$ cat src/rtl/riscv_pc_trap_unit.sv
// Next-PC and machine-mode trap unit: owns the PC, resolves branches/JAL/JALR,
// handles misaligned/illegal/ECALL/MRET traps and the EBREAK halt state.
module riscv_pc_trap_unit #(
   parameter int unsigned   XLEN     = 32,
   parameter logic [XLEN-1:0] RESET_PC = '0,
   parameter logic [XLEN-1:0] TRAP_VEC = XLEN'(32'h100)
) (
   input  logic            clk,
   input  logic            reset,
   input  logic            stall,
   input  logic            branch,
   input  logic            jal,
   input  logic            jalr,
   input  logic [2:0]      funct3,
   input  logic [XLEN-1:0] rs1_val,
   input  logic [XLEN-1:0] rs2_val,
   input  logic [XLEN-1:0] imm,
   input  logic            ecall,
   input  logic            ebreak,
   input  logic            mret,
   input  logic            resume,
   output logic [XLEN-1:0] pc,
   output logic [XLEN-1:0] pc_plus4,
   output logic            taken,
   output logic            trap,
   output logic            commit,
   output logic [XLEN-1:0] mepc,
   output logic [3:0]      mcause,
   output logic            halted
);

   typedef enum logic {
      RUN    = 1'b0,
      HALTED = 1'b1
   } state_t;

   localparam logic [3:0] CAUSE_MISALIGNED = 4'd0;
   localparam logic [3:0] CAUSE_ILLEGAL    = 4'd2;
   localparam logic [3:0] CAUSE_BREAKPOINT = 4'd3;
   localparam logic [3:0] CAUSE_ECALL_M    = 4'd11;

   state_t          state, stateNext;
   logic [XLEN-1:0] pcNext, mepcNext;
   logic [3:0]      mcauseNext;
   logic [XLEN-1:0] pcPlus4, branchTarget, jalrTarget, target;
   logic            isEq, isLt, isLtu, condTrue, illegalF3;

   assign pcPlus4      = pc + XLEN'(4);
   assign branchTarget = pc + imm;
   assign jalrTarget   = (rs1_val + imm) & ~{{(XLEN-1){1'b0}}, 1'b1};

   assign isEq      = (rs1_val == rs2_val);
   assign isLt      = ($signed(rs1_val) < $signed(rs2_val));
   assign isLtu     = (rs1_val < rs2_val);
   assign illegalF3 = (funct3[2:1] == 2'b01);

   always_comb begin
      condTrue = 1'b0;
      case (funct3)
         3'b000:  condTrue = isEq;
         3'b001:  condTrue = ~isEq;
         3'b100:  condTrue = isLt;
         3'b101:  condTrue = ~isLt;
         3'b110:  condTrue = isLtu;
         3'b111:  condTrue = ~isLtu;
         default: condTrue = 1'b0;
      endcase
   end

   // JALR outranks JAL, which outranks a conditional branch
   always_comb begin
      if (jalr)
         target = jalrTarget;
      else
         target = branchTarget;
   end

   always_comb begin
      stateNext  = state;
      pcNext     = pc;
      mepcNext   = mepc;
      mcauseNext = mcause;
      taken      = 1'b0;
      trap       = 1'b0;
      commit     = 1'b0;

      if (!reset && !stall) begin
         case (state)
            RUN: begin
               commit = 1'b1;
               pcNext = pcPlus4;
               if (branch && illegalF3) begin
                  trap       = 1'b1;
                  mcauseNext = CAUSE_ILLEGAL;
                  mepcNext   = pc;
                  pcNext     = TRAP_VEC;
               end else if (ecall) begin
                  trap       = 1'b1;
                  mcauseNext = CAUSE_ECALL_M;
                  mepcNext   = pc;
                  pcNext     = TRAP_VEC;
               end else if (ebreak) begin
                  mcauseNext = CAUSE_BREAKPOINT;
                  mepcNext   = pc;
                  pcNext     = pc;
                  stateNext  = HALTED;
               end else if (mret) begin
                  taken  = 1'b1;
                  pcNext = mepc;
               end else if (jalr || jal || (branch && condTrue)) begin
                  if (target[1:0] != 2'b00) begin
                     trap       = 1'b1;
                     mcauseNext = CAUSE_MISALIGNED;
                     mepcNext   = pc;
                     pcNext     = TRAP_VEC;
                  end else begin
                     taken  = 1'b1;
                     pcNext = target;
                  end
               end
               commit = ~trap & ~ebreak;
            end
            HALTED: begin
               if (resume) begin
                  pcNext    = pcPlus4;
                  stateNext = RUN;
               end
            end
            default: stateNext = RUN;
         endcase
      end
   end

   always_ff @(posedge clk or posedge reset) begin
      if (reset) begin
         state  <= RUN;
         pc     <= RESET_PC;
         mepc   <= '0;
         mcause <= '0;
      end else begin
         state  <= stateNext;
         pc     <= pcNext;
         mepc   <= mepcNext;
         mcause <= mcauseNext;
      end
   end

   assign pc_plus4 = pcPlus4;
   assign halted   = (state == HALTED);

endmodule

$ cat config.mk
export PLATFORM = sky130hd
export DESIGN_NAME = riscv_pc_trap_unit
export DESIGN_NICKNAME = d
export VERILOG_FILES = /design/src/rtl/riscv_pc_trap_unit.sv
export SDC_FILE = /design/constraint.sdc
export NUM_CORES = 1
export LEC_CHECK = 0
export ABC_AREA = 1
export CAP_MARGIN = 20
export CORE_ASPECT_RATIO = 1.2
export CORE_MARGIN = 5
export CORE_UTILIZATION = 44
export CTS_CLUSTER_DIAMETER = 30
export DETAILED_ROUTE_END_ITERATION = 16
export PLACE_DENSITY = 0.71
export SYNTH_ARGS = -nofsm -noshare
export SYNTH_HDL_FRONTEND = slang
export SYNTH_SLANG_ARGS = --single-unit
$ cat constraint.sdc
create_clock -name clk -period 3.7 [get_ports clk]
set_input_delay 0.555 -clock clk [delete_from_list [all_inputs] [get_ports clk]]
set_output_delay 0.555 -clock clk [all_outputs]
set_load 0.01 [all_outputs]
Word level (Yosys, flattened, before mapping)
Index checks and enable logic that the tools add are counted.

word-level totals
  word-level logic and storage cells = 86
  bits in registers = 69

cells by class
  magnitude comparators = 2
  muxes and demuxes = 47
  equality and inequality tests = 10
  bitwise operators = 7
  add/subtract/negate cells = 3
  reduce and logical (&&, ||, !) cells = 13

operator list
  cell                                                                     count
  32-bit 2-to-1 mux                                                        14
  32-bit adder                                                             2
  32-bit < comparator                                                      2
  32-bit one-hot mux with 2 select lines                                   1
  32-bit by 3-bit adder with 32-bit output, second input constant          1
  32-bit equality test                                                     1
  1-bit 2-to-1 mux                                                         24
  4-bit 2-to-1 mux                                                         6
  3-bit equality test, second input constant                               4
  4-bit nonzero test                                                       2
  1-bit NOT                                                                6
  1-bit one-hot mux with 6 select lines                                    1
  5-bit AND reduction                                                      1
  4-bit by 3-bit inequality test with 1-bit output, second input constant  1
  4-bit inequality test, second input constant                             1
  3-bit by 1-bit equality test with 1-bit output, second input constant    1
  1-bit logical AND                                                        3
  3-bit zero test                                                          1
  3-bit AND reduction                                                      1
  2-bit by 1-bit equality test with 1-bit output, second input constant    1
  1-bit zero test                                                          2
  1-bit logical OR                                                         2
  2-bit inequality test, second input constant                             1
  1-bit one-hot mux with 2 select lines                                    1
  2 further kinds                                                          2

Longest topological paths before layout
  depth after elaboration = 16
  gate-level depth with buffers = 26
  depth with buffers taken out = 25

Worst setup path after synthesis
No wires, ideal clock.

  kind = input to output
  start point = input port rs2_val[31]
  end point = output port taken
  required time = 3,145 ps
  stages on the path = 17
  setup slack = 776 ps
  path buffers = 1
  arrival = 2,369 ps
  path through = inv_1 ha_1 nand2_1 nor2_2 nand2_1 nor2_2 nand2_1 nand2_1 nand2_1 nand2_1 nand2_1 nand3_2 nand2_4 nand2_8 buf_2 a21oi_1 nor3_1

between the ends
  word-level cells in the longest chain between the ends = 12

ends and longest elaborated chain
  element                                            RTL line    text
  start, declared                                    16          input logic [XLEN-1:0] rs2_val,
  32-bit < comparator, or another cell as far along  54          assign isLtu = (rs1_val < rs2_val);
  1-bit NOT (on tied branches)                       65, 61, 63
  1-bit one-hot mux with 6 select lines (*)          59          case (funct3)
  1-bit logical AND (*)                              110         end else if (jalr || jal || (branch && condTrue)) begin
  1-bit logical OR (*)                               110
  1-bit 2-to-1 mux (*)                               110
  1-bit 2-to-1 mux (*)                               107         end else if (mret) begin
  1-bit 2-to-1 mux (*)                               102         end else if (ebreak) begin
  1-bit 2-to-1 mux (*)                               97          end else if (ecall) begin
  1-bit 2-to-1 mux (*)                               92          if (branch && illegalF3) begin
  1-bit 2-to-1 mux (*)                               88          case (state)
  1-bit 2-to-1 mux (*)                               87          if (!reset && !stall) begin
  end, declared                                      24          output logic taken,

Mark *: on every way between the ends. The rest lies on a longest branch, timed or not.

Worst setup path after layout
  start point = register pc[6]
  end point = output port pc_plus4[30]

between the ends
  word-level cells in the longest chain between the ends = 1

ends and longest elaborated chain
  element                                   RTL line  text
  start, declared                           22        output logic [XLEN-1:0] pc,
  start signal, assigned                    142       pc <= pcNext;
  32-bit by 3-bit adder with 32-bit output  48        assign pcPlus4 = pc + XLEN'(4);
  end, declared                             23        output logic [XLEN-1:0] pc_plus4,

Every way passes these cells.

==> run metrics <==
CTS clk-pin slew, worst paths 0.06 ns; FF-to-FF setup slack around 0.73 ns; cell taking the most area after synthesis dfrtp_1; pin count of the biggest net entering global routing 57; Hold Path Depth 2; Required @ worst endpoint between 3 and 4 ns; Longest Clk Path Bufs 2; depth of the most critical reg-to-reg path 15; Flop pwr share about 22%; kind of start point of the critical path register; fmax 0.278 GHz; Int Power 3.40 mW; Fillers roughly 2200; diode count 0; worst reg2reg startpoint pc[22]; IO Pins around 210; Post-Syn Instances 1597; Distinct cells, synth 58; Critical Path AT between 3 and 4 ns; grt ovf 0; first-pass GRT wire length ~57000 um; sequential share of the synthesized area between 15 and 20%; CP Class reg2out; ranking of synthesized cells by area dfrtp_1, nand2_1, ha_1; Pwr Density approximately 520 mW/mm2; Max-slew headroom between 50 and 60%; Net Sw Frac 48.7%; DR vias between 10000 and 15000; GP Congestion about 1.0; initial detailed-routing violation count ~970; Die H 172 um; Area Overhead vs Synth 31.6%; run status finished clean; Comb pwr share 64.7%; Min Hold Slack ~0.49 ns; vias in the first global route approximately 11000; Hold Path End mcause[1]; antenna-violating nets left 0; Nets around 2000; CTS tree yes; routed len/inst about 18 um; Slew @ Worst Pin ~0.73 ns; Post-Route WL 37500 um; Worst VDD drop about 0.42 mV; Worst Hold Launch mcause[1]; die width approximately 140 um; Switch Pwr between 3 and 4 mW; Lkg Pwr between 6 and 7 nW; row count between 50 and 60; Max Cap Viol 0; initial antenna violation count 0; # clock sinks between 60 and 70; Via-to-Cell Ratio about 5.4; DRC 0; HPWL Detailed 30400 um; share of post-route cells with drive strength above 1 roughly 7.3%; setup tns final 0 ns; commonest non-fill, non-tap cell in the layout nand2_1; syn_nets 1802; Warnings, synthesis 0; post-route clock period utilization 97.3%; H-tree levels 3; most frequent cells in the layout nand2_1, nor2_1, clkdlybuf4s50_1; Cell Area, Synth around 0.0096 mm2; clock power share between 10% and 20%; # hold bufs at CTS 0; Final Hold Vio Count 0; Seq cells post-synth just under 70; Clk Latency, worst-skew pair between 0.3 and 0.4 ns; Max FO, Critical Path 6; Initial Util roughly 44%; total track usage between 20 and 30%; Critical Path Sink Type output pin; min Tclk post-route 3.60 ns; Worst Skew 0.00507 ns; Final setup viols 0; Slew Viols, Final 0; hold crit path type reg2reg; core area 0.0216 mm2; RR Endpoint pc[23]; total CTS buffers 9; port bufs between 200 and 250; Die ar. roughly 0.025 mm2; Synth top area share 17.7%; Initial DRT Pass Iterations 7; root buffer cell clkbuf_16; Avg Cell Area, Syn between 6 and 7 um2
synthesized netlist by cell type, drive strengths merged:
library cell  count
dlymetal6s2s      1
o2111ai           1
nand3b            4
clkbuf           23
a221oi            1
o21ai           131
a31oi             5
or2               8
inv             198
xnor2             3
a21o             10
nor2            235
o211ai            3
nand2           396
nor4             12
a22oi             6
a21oi           155
nand4            21
o21bai            9
nand3           112
a21boi            5
o31ai             1
xor2             29
dfrtp            68
buf              19
clkinv            4
conb              1
a31o              1
o21a              9
ha               94
fa                2
a311oi            1
nor3             29
metrics by stage:
step                      power (mW)  area, um2  utilization [%]  std cells  setup WS, ns
final                           6.62      12600             58.6       2120         0.101
after global routing            7.12      12600             58.6       2120      -0.00245
after CTS                       6.55      12500             58.2       2115        0.0179
after detailed placement        5.64      12200             56.8       2099        -0.119
after global placement          5.61      12200             56.8       2099       -0.0604
after floorplan                 3.73       9590                -       1597         0.776
logic make-up (layout without fill, tap and decap cells):
| kind of cell | Yosys count | count (layout) | synth area share, % |
|---|---|---|---|
| simple gates | 817 | 817 | 36.7 |
| compound gates | 338 | 338 | 19.3 |
| buf+inv | 245 | 494 | 10.7 |
| fa+ha+maj | 96 | 96 | 12.7 |
| flops | 68 | 68 | 17.7 |
| xor+xnor | 32 | 32 | 2.92 |
| other cells | 1 | 1 | 0.0391 |
registers in the layout (all words and copies together) (netlist names):
name / flops
mcause: 3
halted: 1
mepc: 32
pc: 32
critical path, cell delays in order (launching register included):
cell and delay, ns:
dfrtp_1 0.53, inv_1 0.20, nor4_2 0.50, nand2_1 0.12, nor2_1 0.11, inv_1 0.09, nor4_2 0.19, xor2_1 0.35
clkdlybuf4s50_1 0.61
power groups by stage:
| stage | logic (mW) | clock network (mW) | registers [mW] |
|---|---|---|---|
| floorplan | 2.28 | 0 | 1.45 |
| global placement | 4.16 | 0 | 1.45 |
| detailed placement | 4.20 | 0 | 1.45 |
| CTS | 4.23 | 0.879 | 1.44 |
| global route | 4.71 | 0.912 | 1.49 |
| finish | 4.28 | 0.879 | 1.46 |
timing repair:
action | 4_1_cts | 5_1_grt
resized for setup | 4 | 18
pin swaps | 1 | 3
setup endpoints to repair | 3 | 12
setup buffers | 0 | 5
worst max-delay path by stage:
stage	from	to	slack [ns]	cells past startpoint
5_1_grt	pc[2]	pc_plus4[25]	-0.002	11
2_1_floorplan	rs2_val[31]	taken	0.78	17
3_5_place_dp	rs2_val[31]	trap	-0.12	18
6_report	pc[6]	pc_plus4[30]	0.10	8
4_1_cts	pc[2]	pc_plus4[20]	0.02	11
3_3_place_gp	rs2_val[31]	commit	-0.06	18
cell type report:
type	instances	area (um2)	share of cell area, %
Multi-Input combinational cell	1284	6910	54.8
Timing Repair Buffer	276	2600	20.6
Sequential cell	68	1700	13.5
Inverter	202	761	6.03
Tap cell	274	343	2.72
Clock buffer	9	225	1.78
Clock inverter	7	76.3	0.605
routing by layer:
layer | global-route usage, % | wire length [um] | vias to the layer above
met5 | 0 | 0 | -
met4 | 10.2 | 1250 | 0
met3 | 2.92 | 2490 | 83
met2 | 50.6 | 18200 | 464
met1 | 37.6 | 15600 | 5225
li1 | - | - | 5773
Note: power is estimated with default switching activity, not from simulation.
